===== src/rtl/shift_chain_loopback_ctrl_pkg.sv =====
// -----------------------------------------------------------------------------
// shift_chain_loopback_ctrl_pkg
//   Shared definitions for the shift-chain loopback controller:
//   - state_t : controller FSM encoding (2-bit, IDLE/RUN/DONE)
//   - cyc_w   : width of the per-transfer cycle counter, wide enough to hold
//               DEPTH+WIDTH without wrapping
//   - idx_w   : width of a bit index into a WIDTH-bit word (minimum 1)
// -----------------------------------------------------------------------------
package shift_chain_loopback_ctrl_pkg;

   typedef enum logic [1:0] {
      ST_IDLE = 2'd0,
      ST_RUN  = 2'd1,
      ST_DONE = 2'd2
   } state_t;

   function automatic int cyc_w(input int depth, input int width);
      return $clog2(depth + width + 1);
   endfunction

   function automatic int idx_w(input int width);
      return (width > 1) ? $clog2(width) : 1;
   endfunction

endpackage


===== src/rtl/shift_chain_loopback_ctrl_sipo_capture.sv =====
// -----------------------------------------------------------------------------
// sipo_capture
//   Serial-in / parallel-out capture register for the returning chain bits.
//   When en is high, ser_in is written into bit position idx (mapped through
//   LSB_FIRST) at the end of the cycle.
// Ports
//   clk      in   1      rising-edge clock
//   rst_n    in   1      asynchronous active-low reset (clears the word)
//   en       in   1      capture ser_in this cycle
//   idx      in   IDX_W  arrival order of the bit (0 = first received)
//   ser_in   in   1      serial bit from the chain output
//   rx_word  out  WIDTH  captured word including the bit being sampled now,
//                        so the owner can register the complete word on the
//                        same edge that stores the final bit
// -----------------------------------------------------------------------------
module sipo_capture
   import shift_chain_loopback_ctrl_pkg::*;
#(
   parameter int WIDTH     = 8,
   parameter int LSB_FIRST = 1,
   parameter int IDX_W     = idx_w(WIDTH)
) (
   input  logic             clk,
   input  logic             rst_n,
   input  logic             en,
   input  logic [IDX_W-1:0] idx,
   input  logic             ser_in,
   output logic [WIDTH-1:0] rx_word
);

   logic [WIDTH-1:0] rx;
   logic [IDX_W-1:0] pos;

   // Arrival order -> word bit position.
   always_comb begin
      pos = idx;
      if (LSB_FIRST == 0) begin
         pos = IDX_W'(WIDTH - 1) - idx;
      end
   end

   always_comb begin
      rx_word = rx;
      if (en) begin
         rx_word[pos] = ser_in;
      end
   end

   always_ff @(posedge clk or negedge rst_n) begin
      if (!rst_n) begin
         rx <= '0;
      end else begin
         rx <= rx_word;
      end
   end

endmodule


===== src/rtl/shift_chain_loopback_ctrl.sv =====
// -----------------------------------------------------------------------------
// shift_chain_loopback_ctrl
//   Sequencer for a free-running DEPTH-stage serial shift chain. A parallel
//   word is accepted, serialised onto the chain input one bit per clock, and
//   the bits returning DEPTH clocks later are reassembled into a result word.
//   The result is compared with the sent word and a mismatch flag is raised.
// Ports
//   clk        in   1      rising-edge clock, shared with the chain
//   rst_n      in   1      asynchronous active-low reset
//   in_valid   in   1      input word valid
//   in_ready   out  1      controller can accept a word (IDLE only)
//   in_data    in   WIDTH  word to send
//   abort      in   1      synchronous cancel of the current transfer
//   ser_out    out  1      registered serial bit to the chain input
//   shift_en   out  1      high while ser_out carries payload
//   ser_in     in   1      serial bit from the chain output
//   out_valid  out  1      result word valid (DONE)
//   out_ready  in   1      consumer accepts result
//   out_data   out  WIDTH  received word
//   mismatch   out  1      out_data differs from the sent word
//   busy       out  1      controller not in IDLE
//   state_dbg  out  2      current FSM state (state_t encoding)
//
// Handshakes: a transfer happens on a rising edge where valid and ready are
// both high. valid never depends on ready. in_ready is high only in IDLE;
// out_valid is high only in DONE and holds out_data/mismatch stable until the
// transfer (or an abort). There is no bypass: a new word cannot be accepted
// on the same edge as the result handshake.
// -----------------------------------------------------------------------------
module shift_chain_loopback_ctrl
   import shift_chain_loopback_ctrl_pkg::*;
#(
   parameter int   WIDTH     = 8,
   parameter int   DEPTH     = 10,
   parameter int   LSB_FIRST = 1,
   parameter logic IDLE_BIT  = 1'b0
) (
   input  logic             clk,
   input  logic             rst_n,
   input  logic             in_valid,
   output logic             in_ready,
   input  logic [WIDTH-1:0] in_data,
   input  logic             abort,
   output logic             ser_out,
   output logic             shift_en,
   input  logic             ser_in,
   output logic             out_valid,
   input  logic             out_ready,
   output logic [WIDTH-1:0] out_data,
   output logic             mismatch,
   output logic             busy,
   output logic [1:0]       state_dbg
);

   localparam int CYC_W = cyc_w(DEPTH, WIDTH);
   localparam int IDX_W = idx_w(WIDTH);

   localparam logic [CYC_W-1:0] DEPTH_C   = CYC_W'(DEPTH);
   localparam logic [CYC_W-1:0] WIDTH_C   = CYC_W'(WIDTH);
   localparam logic [CYC_W-1:0] CAP_END_C = CYC_W'(DEPTH + WIDTH);
   localparam logic [CYC_W-1:0] LAST_C    = CYC_W'(DEPTH + WIDTH - 1);

   state_t           state;
   logic [CYC_W-1:0] cyc;
   logic [CYC_W-1:0] cyc_nxt;
   logic [WIDTH-1:0] tx;
   logic [WIDTH-1:0] sent;
   logic [WIDTH-1:0] rx_word;
   logic             cap_en;
   logic [IDX_W-1:0] cap_idx;
   logic             first_bit;
   logic [WIDTH-1:0] tx_load;
   logic             tx_head;
   logic [WIDTH-1:0] tx_shift;

   assign state_dbg = state;
   assign cyc_nxt   = cyc + CYC_W'(1);

   // Capture window runs independently of the send window; the two overlap
   // when DEPTH < WIDTH.
   assign cap_en  = (state == ST_RUN) && (cyc >= DEPTH_C) && (cyc < CAP_END_C);
   assign cap_idx = IDX_W'(cyc - DEPTH_C);

   // PISO: the first bit goes straight to ser_out on the accept edge, the
   // remaining bits are held in tx and shifted towards the head position.
   always_comb begin
      if (LSB_FIRST != 0) begin
         first_bit = in_data[0];
         tx_load   = in_data >> 1;
         tx_head   = tx[0];
         tx_shift  = tx >> 1;
      end else begin
         first_bit = in_data[WIDTH-1];
         tx_load   = in_data << 1;
         tx_head   = tx[WIDTH-1];
         tx_shift  = tx << 1;
      end
   end

   sipo_capture #(
      .WIDTH     (WIDTH),
      .LSB_FIRST (LSB_FIRST),
      .IDX_W     (IDX_W)
   ) u_capture (
      .clk     (clk),
      .rst_n   (rst_n),
      .en      (cap_en),
      .idx     (cap_idx),
      .ser_in  (ser_in),
      .rx_word (rx_word)
   );

   always_ff @(posedge clk or negedge rst_n) begin
      if (!rst_n) begin
         state     <= ST_IDLE;
         cyc       <= '0;
         tx        <= '0;
         sent      <= '0;
         in_ready  <= 1'b1;
         busy      <= 1'b0;
         ser_out   <= IDLE_BIT;
         shift_en  <= 1'b0;
         out_valid <= 1'b0;
         out_data  <= '0;
         mismatch  <= 1'b0;
      end else begin
         case (state)
            ST_IDLE: begin
               // abort is ignored while idle
               if (in_valid) begin
                  state    <= ST_RUN;
                  in_ready <= 1'b0;
                  busy     <= 1'b1;
                  sent     <= in_data;
                  tx       <= tx_load;
                  cyc      <= '0;
                  ser_out  <= first_bit;
                  shift_en <= 1'b1;
               end
            end

            ST_RUN: begin
               if (abort) begin
                  state     <= ST_IDLE;
                  in_ready  <= 1'b1;
                  busy      <= 1'b0;
                  out_valid <= 1'b0;
                  shift_en  <= 1'b0;
                  ser_out   <= IDLE_BIT;
                  mismatch  <= 1'b0;
               end else begin
                  // cyc ends at DEPTH+WIDTH and stays there through DONE.
                  cyc <= cyc_nxt;
                  // ser_out for the next cycle (cyc+1)
                  if (cyc_nxt < WIDTH_C) begin
                     ser_out  <= tx_head;
                     tx       <= tx_shift;
                     shift_en <= 1'b1;
                  end else begin
                     ser_out  <= IDLE_BIT;
                     shift_en <= 1'b0;
                  end
                  if (cyc == LAST_C) begin
                     state     <= ST_DONE;
                     out_valid <= 1'b1;
                     out_data  <= rx_word;
                     mismatch  <= (rx_word != sent);
                  end
               end
            end

            ST_DONE: begin
               // abort takes priority over a simultaneous output handshake
               if (abort) begin
                  state     <= ST_IDLE;
                  in_ready  <= 1'b1;
                  busy      <= 1'b0;
                  out_valid <= 1'b0;
                  shift_en  <= 1'b0;
                  ser_out   <= IDLE_BIT;
                  mismatch  <= 1'b0;
               end else if (out_ready) begin
                  state     <= ST_IDLE;
                  in_ready  <= 1'b1;
                  busy      <= 1'b0;
                  out_valid <= 1'b0;
               end
            end

            default: begin
               state     <= ST_IDLE;
               in_ready  <= 1'b1;
               busy      <= 1'b0;
               out_valid <= 1'b0;
               shift_en  <= 1'b0;
               ser_out   <= IDLE_BIT;
               mismatch  <= 1'b0;
            end
         endcase
      end
   end

endmodule


===== config.mk =====
export PLATFORM = sky130hd
export DESIGN_NAME = shift_chain_loopback_ctrl
export DESIGN_NICKNAME = d
export VERILOG_FILES = /design/src/rtl/shift_chain_loopback_ctrl_pkg.sv /design/src/rtl/shift_chain_loopback_ctrl_sipo_capture.sv /design/src/rtl/shift_chain_loopback_ctrl.sv
export SDC_FILE = /design/constraint.sdc
export NUM_CORES = 1
export LEC_CHECK = 0
export ABC_CLOCK_PERIOD_IN_PS = 2700
export BUFFER_PORTS_ARGS = -buffer_cell sky130_fd_sc_hd__buf_4
export CAP_MARGIN = 20
export CORE_ASPECT_RATIO = 1.5
export CORE_MARGIN = 10
export CORE_UTILIZATION = 40
export DETAILED_ROUTE_END_ITERATION = 7
export PLACE_DENSITY_LB_ADDON = 0.3
export SYNTH_ARGS = -nofsm -noshare
export SYNTH_HDL_FRONTEND = slang
export SYNTH_SLANG_ARGS = --single-unit

===== constraint.sdc =====
create_clock -name clk -period 2.7 [get_ports clk]
set_clock_uncertainty 0.15 [all_clocks]
set_input_delay 0.27 -clock clk [delete_from_list [all_inputs] [get_ports clk]]
set_output_delay 0.27 -clock clk [all_outputs]
set_load 0.02 [all_outputs]

==> impl_metrics.py <==
metrics = {
    "status": {
        "status": "completed",
    },
    "placed_design": {
        "place_congestion": 0.813,
        "place_area_um2": 2580,
        "numPortBuffers": 29,
        "dp_hpwl_um": 3850,
        "dp_cells": 330,
    },
    "setup_path": {
        "slowest_delay_ns": 0.40,
        "worst_path_max_delay_cell": "dfrtp_1",
        "crit_required_ns": 2.73,
        "start_kind": "register",
        "r2r-start": "cyc[0]",
        "criticalPathCategory": "register to register",
        "rr_endpoint": "mismatch",
        "crit_chain": "inv_1, ha_1, nand3b_1, a2111oi_2, mux2i_1, xnor2_1, nor4_1, a21oi_1",
        "reg2regPathDepth": 8,
        "critPathBufInv": 1,
        "ff2ff_setup_slack_ns": 0.48,
        "crit_family": "compound AO/OA/AOI/OAI gates",
        "end_kind": "register",
        "cp.arrival_ns": 2.25,
        "path_max_fanout": 4,
    },
    "layout": {
        "mostFrequentLayoutCells": "dfrtp_1, buf_4, nand2_1",
        "final_cell_area_um2": 2680,
        "final_nets": 285,
        "syn_to_final_growth_pct": 15.9,
        "mostFrequentLayoutCell": "dfrtp_1",
        "fill_cells": 574,
        "fin_util": 0.484,
        "instances_no_fill": 339,
        "n_antenna_cell": 0,
        "drive_above_1_share": 0.212,
    },
    "route": {
        "drc": 0,
        "wire_per_inst_um": 14.8,
        "firstDrtPassIters": 4,
        "drt_iter0_drc": 85,
        "via_count": 1709,
        "vias_per_cell": 5.04,
        "postRouteAntennaNets": 0,
        "drt-total-wl_um": 5010,
    },
    "logic_synthesis": {
        "ys_ff_latch": 44,
        "synth_enable_flop_cells": 0,
        "yosys_warnings": 0,
        "yosys.area.top_type": "dfrtp_1",
        "synth_top_cells_by_area": "dfrtp_1, nand2_1, mux2i_1",
        "ys.flop_type": "dfrtp_1",
        "syn_area_um2": 2310,
        "syn_nets": 255,
        "synthArstFlopShare": 1.00,
        "ys_seq_area_frac": 0.478,
        "avgSynthCellArea_um2": 9.70,
        "synthCells": 238,
        "synth_cell_types": 47,
        "yosysTopAreaCellShare": 0.466,
    },
    "floorplanning": {
        "die_h_um": 113,
        "core-area_um2": 5530,
        "start_util": 0.417,
        "placementRows": 33,
        "die-area_um2": 9270,
        "io_pins": 30,
        "die_w_um": 82.0,
    },
    "cts": {
        "clock_latency_ns": 0.29,
        "cts_sinks": 44,
        "cts_root_buffer": "clkbuf_8",
        "h-tree-depth": 2,
        "post-cts-setup-buffers": 0,
        "clockBufferDepth": 2,
        "clk_pin_slew_ns": 0.09,
        "cts_buffers": 5,
        "cts_tree": "done",
    },
    "sta": {
        "setup_violations": 0,
        "fin_crit_sh": 0.822,
        "hold_viol": 0,
        "tightest_slew_ns": 0.558,
        "rsz0062_at_grt": "no",
        "maxSlewHeadroom": 0.628,
        "drv_slew": 0,
        "min_period_ns": 2.22,
        "finalSetupTns_ns": 0,
        "max_freq_ghz": 0.450,
    },
    "global_routing": {
        "grt_pass1_wl_um": 8560,
        "grt.total_usage": 0.117,
        "grt_pass1_vias": 1807,
        "grt_max_degree": 45,
        "globalRouteOverflowTotal": 0,
        "antenna_found_initial": 0,
    },
    "hold_path": {
        "min_delay_path_depth": 3,
        "hold_class": "input pin to register",
        "whs_endpoint": "sent[6]",
        "holdCritStartpoint": "in_data[6]",
    },
    "power_and_ir_drop": {
        "finalPower_mw": 1.77,
        "power_density_nw_per_um2": 662,
        "ir_drop_uv": 416,
        "p_leak_nw": 1.24,
    },
    "job": {
        "drv_cap": 0,
    },
}
flip-flops by register name, summed over array words and instances, names as in the netlist:
name          cells
in_ready          1
cyc               5
out_valid         1
tx                7
ser_out           1
u_capture.rx      8
state_dbg         2
mismatch          1
busy              1
shift_en          1
out_data          8
sent              8
logic make-up (layout without fill, tap and decap cells):
| group | after synthesis | after routing | synth area share |
|---|---|---|---|
| AO/OA/AOI/OAI | 48 | 48 | 0.127 |
| XOR/XNOR | 8 | 8 | 0.0304 |
| adder cells (fa/ha/maj) | 3 | 3 | 0.0163 |
| buffers and inverters | 27 | 58 | 0.0596 |
| flip-flops | 44 | 44 | 0.478 |
| multiplexers | 16 | 16 | 0.0824 |
| AND/OR/NAND/NOR | 92 | 92 | 0.207 |
power by group:
group | switching [mW] | leakage [nW] | internal, mW | total [mW]
clock | 0.215 | 0.0412 | 0.181 | 0.396
combinational | 0.298 | 0.653 | 0.218 | 0.516
sequential | 0.0817 | 0.551 | 0.778 | 0.860
total | 0.594 | 1.24 | 1.18 | 1.77
worst register-to-register path: cells and delay by family, from the launching register on:
family                   cells  cell delay (ns)
AO/OA/AOI/OAI                2             0.48
XOR/XNOR                     1             0.10
adder cells (fa/ha/maj)      1             0.14
buffers and inverters        1             0.09
flip-flops                   1             0.40
multiplexers                 1             0.36
AND/OR/NAND/NOR              2             0.39
repair_timing:
item | in CTS | in global routing
endpoints found under the setup margin | 0 | 0
hold buffers | 1 | 0
endpoints found under the hold margin | 43 | 0
gates resized for setup | 0 | 0
Yosys cell counts, types with 3 or more instances:
cell      count
nor3_1        3
inv_1        11
nand3_1       5
ha_1          3
clkbuf_1      5
nor4_1        3
nand2_1      30
nand2b_1      3
mux2i_1      10
o21ai_0      15
and3_1        3
mux2_2        3
a21oi_1      17
nor2_1       26
buf_6         3
nor2b_1       4
buf_2         5
xnor2_1       7
dfrtp_1      43
and2_1        3
worst max path at each step:
stage                       startpoint  endpoint  slack (ns)  cells after the start
after floorplan           state_dbg[1]  mismatch        0.41                      8
after global placement          cyc[0]  mismatch        0.51                      8
after detailed placement        cyc[0]  mismatch        0.46                      8
after CTS                       cyc[0]  mismatch        0.46                      8
after global routing            cyc[0]  mismatch        0.18                      8
final                           cyc[0]  mismatch        0.48                      8
metal layers:
layer,global-route usage,routed length (um),share of wire
met4,0.0308,65,0.013
met1,0.127,2080,0.42
met5,0,0,0
met3,0.0269,163,0.033
met2,0.215,2700,0.54
cell type report:
| type | count | area [um2] | share of cell area |
|---|---|---|---|
| Timing Repair Buffer | 38 | 288 | 0.108 |
| Clock inverter | 2 | 12.5 | 0.00468 |
| Multi-Input combinational cell | 167 | 1070 | 0.399 |
| Clock buffer | 6 | 72.6 | 0.0271 |
| Tap cell | 70 | 87.6 | 0.0327 |
| Inverter | 12 | 45.0 | 0.0168 |
| Sequential cell | 44 | 1100 | 0.412 |
stage by stage:
stage	setup slack, ns	hold WS [ns]
final	0.480	0.0307
after floorplan	0.408	-0.176
after detailed placement	0.464	0.150
after global routing	0.181	0.0395
after global placement	0.508	0.150
after CTS	0.459	0.0236
Power figures use the tool's default switching activity.
